--- src/rtl/alu8_pkg.sv ---
// Shared types and constants for the 8-bit ALU.
// Opcode encodings 4'b1011..4'b1111 are reserved and not named here.
package alu8_pkg;

    localparam int DATA_W = 8;

    typedef enum logic [3:0] {
        ADD = 4'b0000,
        SUB = 4'b0001,
        AND = 4'b0010,
        OR  = 4'b0011,
        XOR = 4'b0100,
        SLL = 4'b0101,
        SRL = 4'b0110,
        SRA = 4'b0111,
        INC = 4'b1000,
        DEC = 4'b1001,
        SLT = 4'b1010
    } alu_op_e;

endpackage

--- src/rtl/alu8_comb.sv ---
// Combinational core of the 8-bit ALU.
// Produces next result and overflow/carry flags from a, b and op.
module alu8_comb
    import alu8_pkg::*;
(
    input  logic [DATA_W-1:0] a,
    input  logic [DATA_W-1:0] b,
    input  logic [3:0]        op,
    output logic [DATA_W-1:0] result_d,
    output logic              overflow_d,
    output logic              carry_d
);

    logic [DATA_W:0]   sum9;
    logic [DATA_W:0]   diff9;
    logic              shift_big;
    logic [2:0]        shamt;
    logic [DATA_W-1:0] sra_val;
    alu_op_e           op_e;

    assign op_e      = alu_op_e'(op);
    assign sum9      = {1'b0, a} + {1'b0, b};
    assign diff9     = {1'b0, a} - {1'b0, b};
    // b is the full 8-bit shift amount; any upper bit set means >= 8
    assign shift_big = |b[7:3];
    assign shamt     = b[2:0];
    assign sra_val   = $signed(a) >>> shamt;

    always_comb begin
        result_d   = '0;
        overflow_d = 1'b0;
        carry_d    = 1'b0;
        case (op_e)
            ADD: begin
                result_d   = sum9[DATA_W-1:0];
                carry_d    = sum9[DATA_W];
                overflow_d = (a[7] == b[7]) && (sum9[7] != a[7]);
            end
            SUB: begin
                result_d   = diff9[DATA_W-1:0];
                carry_d    = diff9[DATA_W];
                overflow_d = (a[7] != b[7]) && (diff9[7] != a[7]);
            end
            AND: result_d = a & b;
            OR:  result_d = a | b;
            XOR: result_d = a ^ b;
            SLL: result_d = shift_big ? '0 : (a << shamt);
            SRL: result_d = shift_big ? '0 : (a >> shamt);
            SRA: result_d = shift_big ? {DATA_W{a[7]}} : sra_val;
            INC: begin
                result_d   = a + 8'd1;
                carry_d    = (a == 8'hFF);
                overflow_d = (a == 8'h7F);
            end
            DEC: begin
                result_d   = a - 8'd1;
                carry_d    = (a == 8'h00);
                overflow_d = (a == 8'h80);
            end
            SLT: result_d = {7'd0, $signed(a) < $signed(b)};
            default: begin
                result_d   = '0;
                overflow_d = 1'b0;
                carry_d    = 1'b0;
            end
        endcase
    end

endmodule

--- src/rtl/alu8.sv ---
// 8-bit ALU top: combinational core followed by one register stage.
// Result and zero/overflow/carry flags update every rising edge.
module alu8
    import alu8_pkg::*;
(
    input  logic              clk,
    input  logic              rst_n,
    input  logic [DATA_W-1:0] a,
    input  logic [DATA_W-1:0] b,
    input  logic [3:0]        alu_control,
    output logic [DATA_W-1:0] result,
    output logic              zero,
    output logic              overflow,
    output logic              carry
);

    logic [DATA_W-1:0] result_d;
    logic              overflow_d;
    logic              carry_d;
    logic              zero_d;

    alu8_comb u_comb (
        .a          (a),
        .b          (b),
        .op         (alu_control),
        .result_d   (result_d),
        .overflow_d (overflow_d),
        .carry_d    (carry_d)
    );

    assign zero_d = (result_d == '0);

    always_ff @(posedge clk or negedge rst_n) begin
        if (!rst_n) begin
            result   <= '0;
            zero     <= 1'b1;
            overflow <= 1'b0;
            carry    <= 1'b0;
        end else begin
            result   <= result_d;
            zero     <= zero_d;
            overflow <= overflow_d;
            carry    <= carry_d;
        end
    end

endmodule

--- config.mk ---
export PLATFORM = sky130hd
export DESIGN_NAME = alu8
export DESIGN_NICKNAME = d
export VERILOG_FILES = /design/src/rtl/alu8_pkg.sv /design/src/rtl/alu8_comb.sv /design/src/rtl/alu8.sv
export SDC_FILE = /design/constraint.sdc
export NUM_CORES = 1
export LEC_CHECK = 0
export ABC_CLOCK_PERIOD_IN_PS = 800
export BUFFER_PORTS_ARGS = -buffer_cell sky130_fd_sc_hd__clkbuf_2
export CAP_MARGIN = 20
export CORE_ASPECT_RATIO = 0.8
export CORE_UTILIZATION = 34
export DETAILED_ROUTE_END_ITERATION = 8
export GPL_ROUTABILITY_DRIVEN = 0
export GPL_TIMING_DRIVEN = 0
export PLACE_DENSITY = 0.59
export SYNTH_ARGS = -nofsm -noshare
export SYNTH_HDL_FRONTEND = slang
export SYNTH_HIERARCHICAL = 1
export SYNTH_SLANG_ARGS = --single-unit
export TNS_END_PERCENT = 50
--- constraint.sdc ---
create_clock -name clk -period 0.8 [get_ports clk]
set_input_delay 0.16 -clock clk [delete_from_list [all_inputs] [get_ports clk]]
set_output_delay 0.16 -clock clk [all_outputs]
set_load 0.01 [all_outputs]
==> qor_table.md, run 1 <==
| Stage | Metric | Value |
|:---|:---|:---|
| logic synthesis | Primary FF master, synth | sky130_fd_sc_hd__dfrtp_1 |
| floorplanning | Total Die Area | 8000 um2 |
| sta | Slew at the pin closest to its max-slew limit | 0.796 ns |
| critical path | CP endpoint kind | flop |
| routing | Starting DRT DRC Count | 343 |
| placed design | Placed wire-length estimate | 7.58 mm |
| critical path | Maximum fanout encountered on the critical timing path | 2 |
| sta | Final critical-path required period | 2.58 ns |
| finish | Post-synthesis to final-layout area growth | 42.9% |
| logic synthesis | Seq/Total Area, Yosys | 0.106 |
| global routing | Global-route total usage across every layer | 0.261 |
| flow run | Number of maximum-capacitance violations | 0 |
| logic synthesis | Synthesized flop and latch total | 11 |
| logic synthesis | Top area cells in the synthesized netlist | sky130_fd_sc_hd__ha_1 13%, sky130_fd_sc_hd__dfrtp_1 9.6%, sky130_fd_sc_hd__mux4_2 7.8% |
| finish | Number of cells in the finished layout apart from fillers | 520 |
| global routing | Pin count of the biggest net entering global routing | 12 |
| sta | Final setup fails | 22 |
| logic synthesis | Count of warnings emitted by yosys | 6 |
| clock tree | Root buf cell | sky130_fd_sc_hd__clkbuf_8 |
| power | Standby leakage power | 1.55 nW |
| clock tree | # H-tree levels | 1 |
| clock tree | Clock slew at reported path FFs | 0.05 ns |
| routing | Total via count after detailed routing | 3,162 |
| worst hold path | Min-Delay Path Class | in2async |
| routing | Wire per inst | 19.9 um |
| clock tree | Total CTS buffers | 3 |
| sta | Max-slew headroom at the worst pin | 0.465 |
| sta | Setup repair after global routing missed its margin | yes |
| power | P per Cell Area | 923 nW/um2 |
| floorplanning | Initial core utilization | 0.352 |
| critical path | Sort of element at the start of the critical path | input port |
| sta | Final WS setup | -1.78 ns |
| critical path | WP data arrival | 2.77 ns |
| logic synthesis | Library cell occupying the most area in the post-synthesis netlist | sky130_fd_sc_hd__ha_1 |
| sta | Hold Worst Slack | 0.337 ns |
| outcome | Violations in the final reports | setup timing |
| routing | Routed Antenna Nets | 0 |
| global routing | Wire length of the first global-routing pass | 16.1 mm |
| logic synthesis | Number of cells produced by synthesis | 349 |
| routing | Vias per std cell | 6.08 |
| sta | Total Neg Setup Slack | -15.62 ns |
| global routing | GRT overflow | 0 |
| power | Peak supply drop | 0.598 mV |
| clock tree | Clock Path Buffers | 2 |
| finish | Number of antenna cells inserted | 0 |
| logic synthesis | Syn Area/Cell | 7.45 um2 |
| floorplanning | I/O pin total | 33 |
| sta | Hold violation total from the final report | 0 |
| floorplanning | Die Y | 80.2 um |
| clock tree | Clock tree from TritonCTS | built |
| finish | Net count reported at finish | 467 |
| routing | DRC errors left | 0 |
| finish | Proportion of layout cells with a drive suffix above 1 | 0.359 |
| power | Total Power Consumption | 3.43 mW |
| floorplanning | Area of the core | 7390 um2 |
| finish | Most used cells in the layout excluding fill and tap cells | 28 x sky130_fd_sc_hd__nor2_1, 27 x sky130_fd_sc_hd__nand2_1, 26 x sky130_fd_sc_hd__clkbuf_2 |
| logic synthesis | Post-synthesis instance area | 2600 um2 |
| logic synthesis | Area share of the largest cell type after synthesis | 0.130 |
| sta | Final number of max-transition violations | 0 |
| logic synthesis | Netlist cell types | 61 |
| outcome | Run status | finished with violations |
| floorplanning | Die X-Extent | 99.7 um |
| logic synthesis | Number of enable-type register cells in the synthesized netlist | 0 |
| routing | Wire length reported by the detailed router | 10.3 mm |
| sta | Highest achievable clock rate | 387 MHz |
| logic synthesis | Net count after synthesis | 400 |
| placed design | Cell count after placement | 485 |
| routing | Iteration count of the initial detailed-routing pass | 5 |
| logic synthesis | Asr flop ratio synth | 1.00 |
| global routing | Via count of the first global-routing pass | 2,944 |
| critical path | Data required time of the critical path | 0.98 ns |
| finish | Most common cell after layout, fill and taps aside | sky130_fd_sc_hd__nor2_1 |
| sta | Crit share post-route | 3.23 |
| critical path | Crit Path Category | in2reg |
| floorplanning | Number of placement rows | 28 |
| placed design | Number of buffer cells added on primary ports | 31 |
| global routing | Initial antenna violation count | 0 |
| clock tree | Clock sink count | 11 |
[critical path: stages]
cell and delay, ns:
sky130_fd_sc_hd__clkbuf_16 0.10, sky130_fd_sc_hd__clkbuf_16 0.12, sky130_fd_sc_hd__buf_12 0.09, sky130_fd_sc_hd__clkinvlp_4 0.09
sky130_fd_sc_hd__buf_6 0.13, sky130_fd_sc_hd__buf_6 0.11, sky130_fd_sc_hd__fa_2 0.37, sky130_fd_sc_hd__nor2b_2 0.13
sky130_fd_sc_hd__o31a_1 0.17, sky130_fd_sc_hd__mux2i_1 0.21, sky130_fd_sc_hd__nor2_1 0.09, sky130_fd_sc_hd__nor4_2 0.26
sky130_fd_sc_hd__nand2_1 0.11, sky130_fd_sc_hd__or4_4 0.51, sky130_fd_sc_hd__nor2_4 0.10
[sequential cells by signal, indices dropped and copies added, names as in the netlist]
name      flops
carry         1
overflow      1
result        8
zero          1
[synthesized netlist by cell type, types with 3 or more instances]
| cell type | number |
|---|---|
| sky130_fd_sc_hd__mux4_2 | 9 |
| sky130_fd_sc_hd__inv_1 | 25 |
| sky130_fd_sc_hd__and3_1 | 4 |
| sky130_fd_sc_hd__nor2_1 | 31 |
| sky130_fd_sc_hd__mux2i_1 | 5 |
| sky130_fd_sc_hd__nand2_1 | 27 |
| sky130_fd_sc_hd__xor2_1 | 5 |
| sky130_fd_sc_hd__nor4_1 | 4 |
| sky130_fd_sc_hd__nand2b_1 | 3 |
| sky130_fd_sc_hd__o22ai_1 | 4 |
| sky130_fd_sc_hd__or4_1 | 8 |
| sky130_fd_sc_hd__clkbuf_1 | 22 |
| sky130_fd_sc_hd__nand4_1 | 9 |
| sky130_fd_sc_hd__o31ai_1 | 3 |
| sky130_fd_sc_hd__nor3b_1 | 3 |
| sky130_fd_sc_hd__a32oi_1 | 5 |
| sky130_fd_sc_hd__xnor2_1 | 10 |
| sky130_fd_sc_hd__nand3_1 | 7 |
| sky130_fd_sc_hd__dfrtp_1 | 10 |
| sky130_fd_sc_hd__a211o_1 | 3 |
| sky130_fd_sc_hd__ha_1 | 27 |
| sky130_fd_sc_hd__o211ai_1 | 8 |
| sky130_fd_sc_hd__o21ai_0 | 26 |
| sky130_fd_sc_hd__nor2b_1 | 6 |
| sky130_fd_sc_hd__nor3_1 | 13 |
| sky130_fd_sc_hd__a22oi_1 | 4 |
| sky130_fd_sc_hd__buf_2 | 4 |
| sky130_fd_sc_hd__a211oi_1 | 7 |
| sky130_fd_sc_hd__or3_1 | 4 |
| sky130_fd_sc_hd__a21oi_1 | 14 |
[power breakdown]
part | switching [mW] | leakage (nW) | total (mW) | internal [mW]
logic | 1.20 | 1.38 | 2.22 | 1.02
clock network | 0.223 | 0.0228 | 0.574 | 0.351
registers | 0.0166 | 0.142 | 0.637 | 0.620
[metrics by stage]
step / instance area (um2) / setup slack (ns) / util
detailed placement: 3000 / -2.42 / 0.406
floorplan: 2720 / -1.70 / -
finish: 3710 / -1.78 / 0.502
CTS: 3580 / -1.77 / 0.485
global route: 3710 / -1.87 / 0.502
global placement: 3000 / -2.38 / 0.406
[kinds of logic (layout without fill, tap and decap cells)]
group,count (synthesis),after routing,synth area share
and+or+nand+nor,129,129,0.263
AOI/OAI and AO/OA,94,94,0.245
buffers and inverters,55,121,0.0843
adders and majority gates,29,29,0.145
muxes,16,16,0.106
xor gates and xnor gates,15,15,0.0506
DFF,11,11,0.106
[repair_timing]
action	4_1_cts	5_1_grt
hold buffers	1	0
pin swaps	29	21
setup buffers	31	4
hold endpoints to repair	10	0
gates resized for setup	71	35
setup endpoints to repair	22	22
[path summary, 6_finish.rpt]
path	to	cells after the start	startpoint	slack, ns
setup / recovery	zero	15	b[1]	-1.78
hold / removal	result[1]	2	rst_n	0.34
max in group asynchronous	zero	2	rst_n	0.19
min in group clk	result[1]	4	b[3]	0.41
[metal layers]
layer,share of wire,track usage,up-vias,wire (um)
met5,0,0,-,0
met4,0.016,0.0544,0,167
met3,0.11,0.0531,16,1140
met2,0.44,0.403,179,4510
met1,0.44,0.370,1549,4520
li1,-,-,1418,-
[cell type report]
class / instances / area [um2]
clock buffer: 4 / 45.0
fill: 725 / 3680
multi-input combinational: 283 / 2360
timing repair buffer: 66 / 534
buffer: 25 / 246
tap: 105 / 131
inverter: 26 / 114
sequential: 11 / 277
(Power assumes the default switching activity.)
==> inputs of run 2 (changes only) <==
--- a/config.mk
+++ b/config.mk
@@ -14,6 +14,7 @@
 export GPL_ROUTABILITY_DRIVEN = 0
 export GPL_TIMING_DRIVEN = 0
 export PLACE_DENSITY = 0.59
+export SKIP_LAST_GASP = 1
 export SYNTH_ARGS = -nofsm -noshare
 export SYNTH_HDL_FRONTEND = slang
 export SYNTH_HIERARCHICAL = 1
==> run 2 against run 1 <==
  * The flow finishes with violations (DRC, setup timing)
  * Highest routed layer unchanged
  * Flip-flop and latch count is the same
  * Die area is the same
  * Critical path type unchanged
  * Global-route usage shrank 0.056 points
  * Worst setup slack lost 0.019 ns
  * Largest cell class unchanged
  * Wire length shrank 1.8%
  * Total power shrank 3.0%
==> qor_table.md, run 2 (same netlist as run 1, synthesis figures left out) <==
| Stage | Metric | Value |
|:---|:---|:---|
| global routing | Via count of the first global-routing pass | 2,931 |
| floorplanning | Die X-Extent | 99.7 um |
| finish | Utilization of the core after routing | 0.497 |
| placed design | Placed wire-length estimate | 7.58 mm |
| clock tree | Root buf cell | sky130_fd_sc_hd__clkbuf_8 |
| critical path | Longest individual stage delay on the worst path | 0.52 ns |
| floorplanning | Die Y | 80.2 um |
| sta | Hold Worst Slack | 0.344 ns |
| floorplanning | Area of the core | 7390 um2 |
| finish | Most used cells in the layout excluding fill and tap cells | 31 x sky130_fd_sc_hd__buf_4, 29 x sky130_fd_sc_hd__nor2_1, 27 x sky130_fd_sc_hd__clkbuf_2, 27 x sky130_fd_sc_hd__nand2_1, 21 x sky130_fd_sc_hd__ha_1 |
| routing | Iteration count of the initial detailed-routing pass | 7 |
| sta | Final WS setup | -1.80 ns |
| finish | Post-synthesis to final-layout area growth | 41.4% |
| outcome | Violations in the final reports | DRC, setup timing |
| outcome | Run status | finished with violations |
| sta | Slew at the pin closest to its max-slew limit | 0.834 ns |
| finish | Number of antenna cells inserted | 0 |
| power | P per Cell Area | 904 nW/um2 |
| routing | Total via count after detailed routing | 3,142 |
| critical path | Cell family contributing the most delay on the critical path | simple AND/OR/NAND/NOR gates |
| routing | Wire per inst | 19.5 um |
| power | Peak supply drop | 0.600 mV |
| global routing | Initial antenna violation count | 0 |
| floorplanning | I/O pin total | 33 |
| floorplanning | Total Die Area | 8000 um2 |
| worst hold path | Min-Delay Path Class | in2async |
| floorplanning | Initial core utilization | 0.352 |
| power | Standby leakage power | 1.53 nW |
| finish | Top register by number of flip-flops | result |
| routing | Routed Antenna Nets | 0 |
| global routing | GRT overflow | 0 |
| flow run | Number of maximum-capacitance violations | 0 |
| critical path | Data required time of the critical path | 0.97 ns |
| sta | Total Neg Setup Slack | -14.95 ns |
| critical path | Logic depth of the worst path, buffers included | 15 |
| sta | Final number of max-transition violations | 0 |
| critical path | CP endpoint kind | flop |
| critical path | Slowest cell on the critical path | sky130_fd_sc_hd__or4_4 |
| sta | Final critical-path required period | 2.60 ns |
| critical path | Sort of element at the start of the critical path | input port |
| clock tree | Clock slew at reported path FFs | 0.05 ns |
| sta | Max-slew headroom at the worst pin | 0.440 |
| global routing | Pin count of the biggest net entering global routing | 12 |
| finish | Flip-flop count of the largest register after layout | 8 |
| clock tree | Total CTS buffers | 3 |
| sta | Final setup fails | 22 |
| finish | Proportion of layout cells with a drive suffix above 1 | 0.354 |
| sta | Crit share post-route | 3.25 |
| critical path | WP data arrival | 2.78 ns |
| sta | Setup repair after global routing missed its margin | yes |
| routing | Vias per std cell | 6.04 |
| finish | Filler cell count in the final layout | 720 |
| routing | Starting DRT DRC Count | 321 |
| finish | Cell area after layout | 3670 um2 |
| clock tree | # H-tree levels | 1 |
| global routing | Wire length of the first global-routing pass | 16.0 mm |
| sta | Highest achievable clock rate | 384 MHz |
| placed design | Number of buffer cells added on primary ports | 31 |
| critical path | Crit Path Category | in2reg |
| routing | DRC errors left | 1 |
| sta | Hold violation total from the final report | 0 |
| clock tree | Clock sink count | 11 |
| global routing | Global-route total usage across every layer | 0.260 |
| finish | Net count reported at finish | 467 |
| clock tree | Clock tree from TritonCTS | built |
| floorplanning | Number of placement rows | 28 |
| critical path | Chain of cells forming the critical path | clkbuf_16, clkbuf_16, buf_12, clkinvlp_4, buf_6, buf_6, fa_2, nor2b_2, o31a_1, mux2i_1, nor2_1, nor4_2, nand2_1, or4_4, nor2_4 |
| finish | Most common cell after layout, fill and taps aside | sky130_fd_sc_hd__buf_4 |
| placed design | Placement Cell Area | 3000 um2 |
| critical path | WP buf/inv | 6 |
| clock tree | Clock Path Buffers | 2 |
| critical path | Maximum fanout encountered on the critical timing path | 2 |
| routing | Wire length reported by the detailed router | 10.1 mm |
| placed design | Pre-CTS setup slack | -2.42 ns |
[run 2: timing repair]
item / CTS / global route
endpoints found under the setup margin: 22 / 22
gates resized for setup: 60 / 43
pin swaps: 29 / 26
hold endpoints to repair: 10 / 0
buffers inserted: 31 / 14
hold buffers: 1 / 0
[run 2: through the flow]
step                power, mW  cells
floorplan                1.75    349
detailed placement       2.26    485
global placement         2.25    485
global route             3.52    520
CTS                      3.18    517
finish                   3.32    520
[run 2: path summary, 6_finish.rpt]
kind                       startpoint        end  slack, ns
setup / recovery                 b[1]       zero      -1.80
min in group clk                 b[3]  result[1]       0.41
hold / removal                  rst_n  result[1]       0.34
max in group asynchronous       rst_n       zero       0.18
[run 2: power by group]
group	internal [mW]	switching [mW]	leakage [nW]
Sequential	0.620	0.0144	0.142
Combinational	0.970	1.17	1.36
Clock	0.349	0.199	0.0228
Total	1.94	1.38	1.53
[run 2: metal layers]
metal	track usage	up-vias	part of all wire	routed length (um)
met3	0.0574	16	0.11	1090
met2	0.399	178	0.44	4440
met1	0.369	1523	0.44	4430
met4	0.0559	0	0.017	175
li1	-	1425	-	-
met5	0	-	0	0
[run 2: cell type report]
| class | instances | area [um2] | area share |
|---|---|---|---|
| Multi-Input combinational cell | 283 | 2360 | 0.642 |
| Sequential cell | 11 | 277 | 0.0752 |
| Buffer | 25 | 246 | 0.0671 |
| Clock buffer | 4 | 45.0 | 0.0123 |
| Tap cell | 105 | 131 | 0.0358 |
| Timing Repair Buffer | 66 | 498 | 0.136 |
| Inverter | 26 | 118 | 0.0320 |
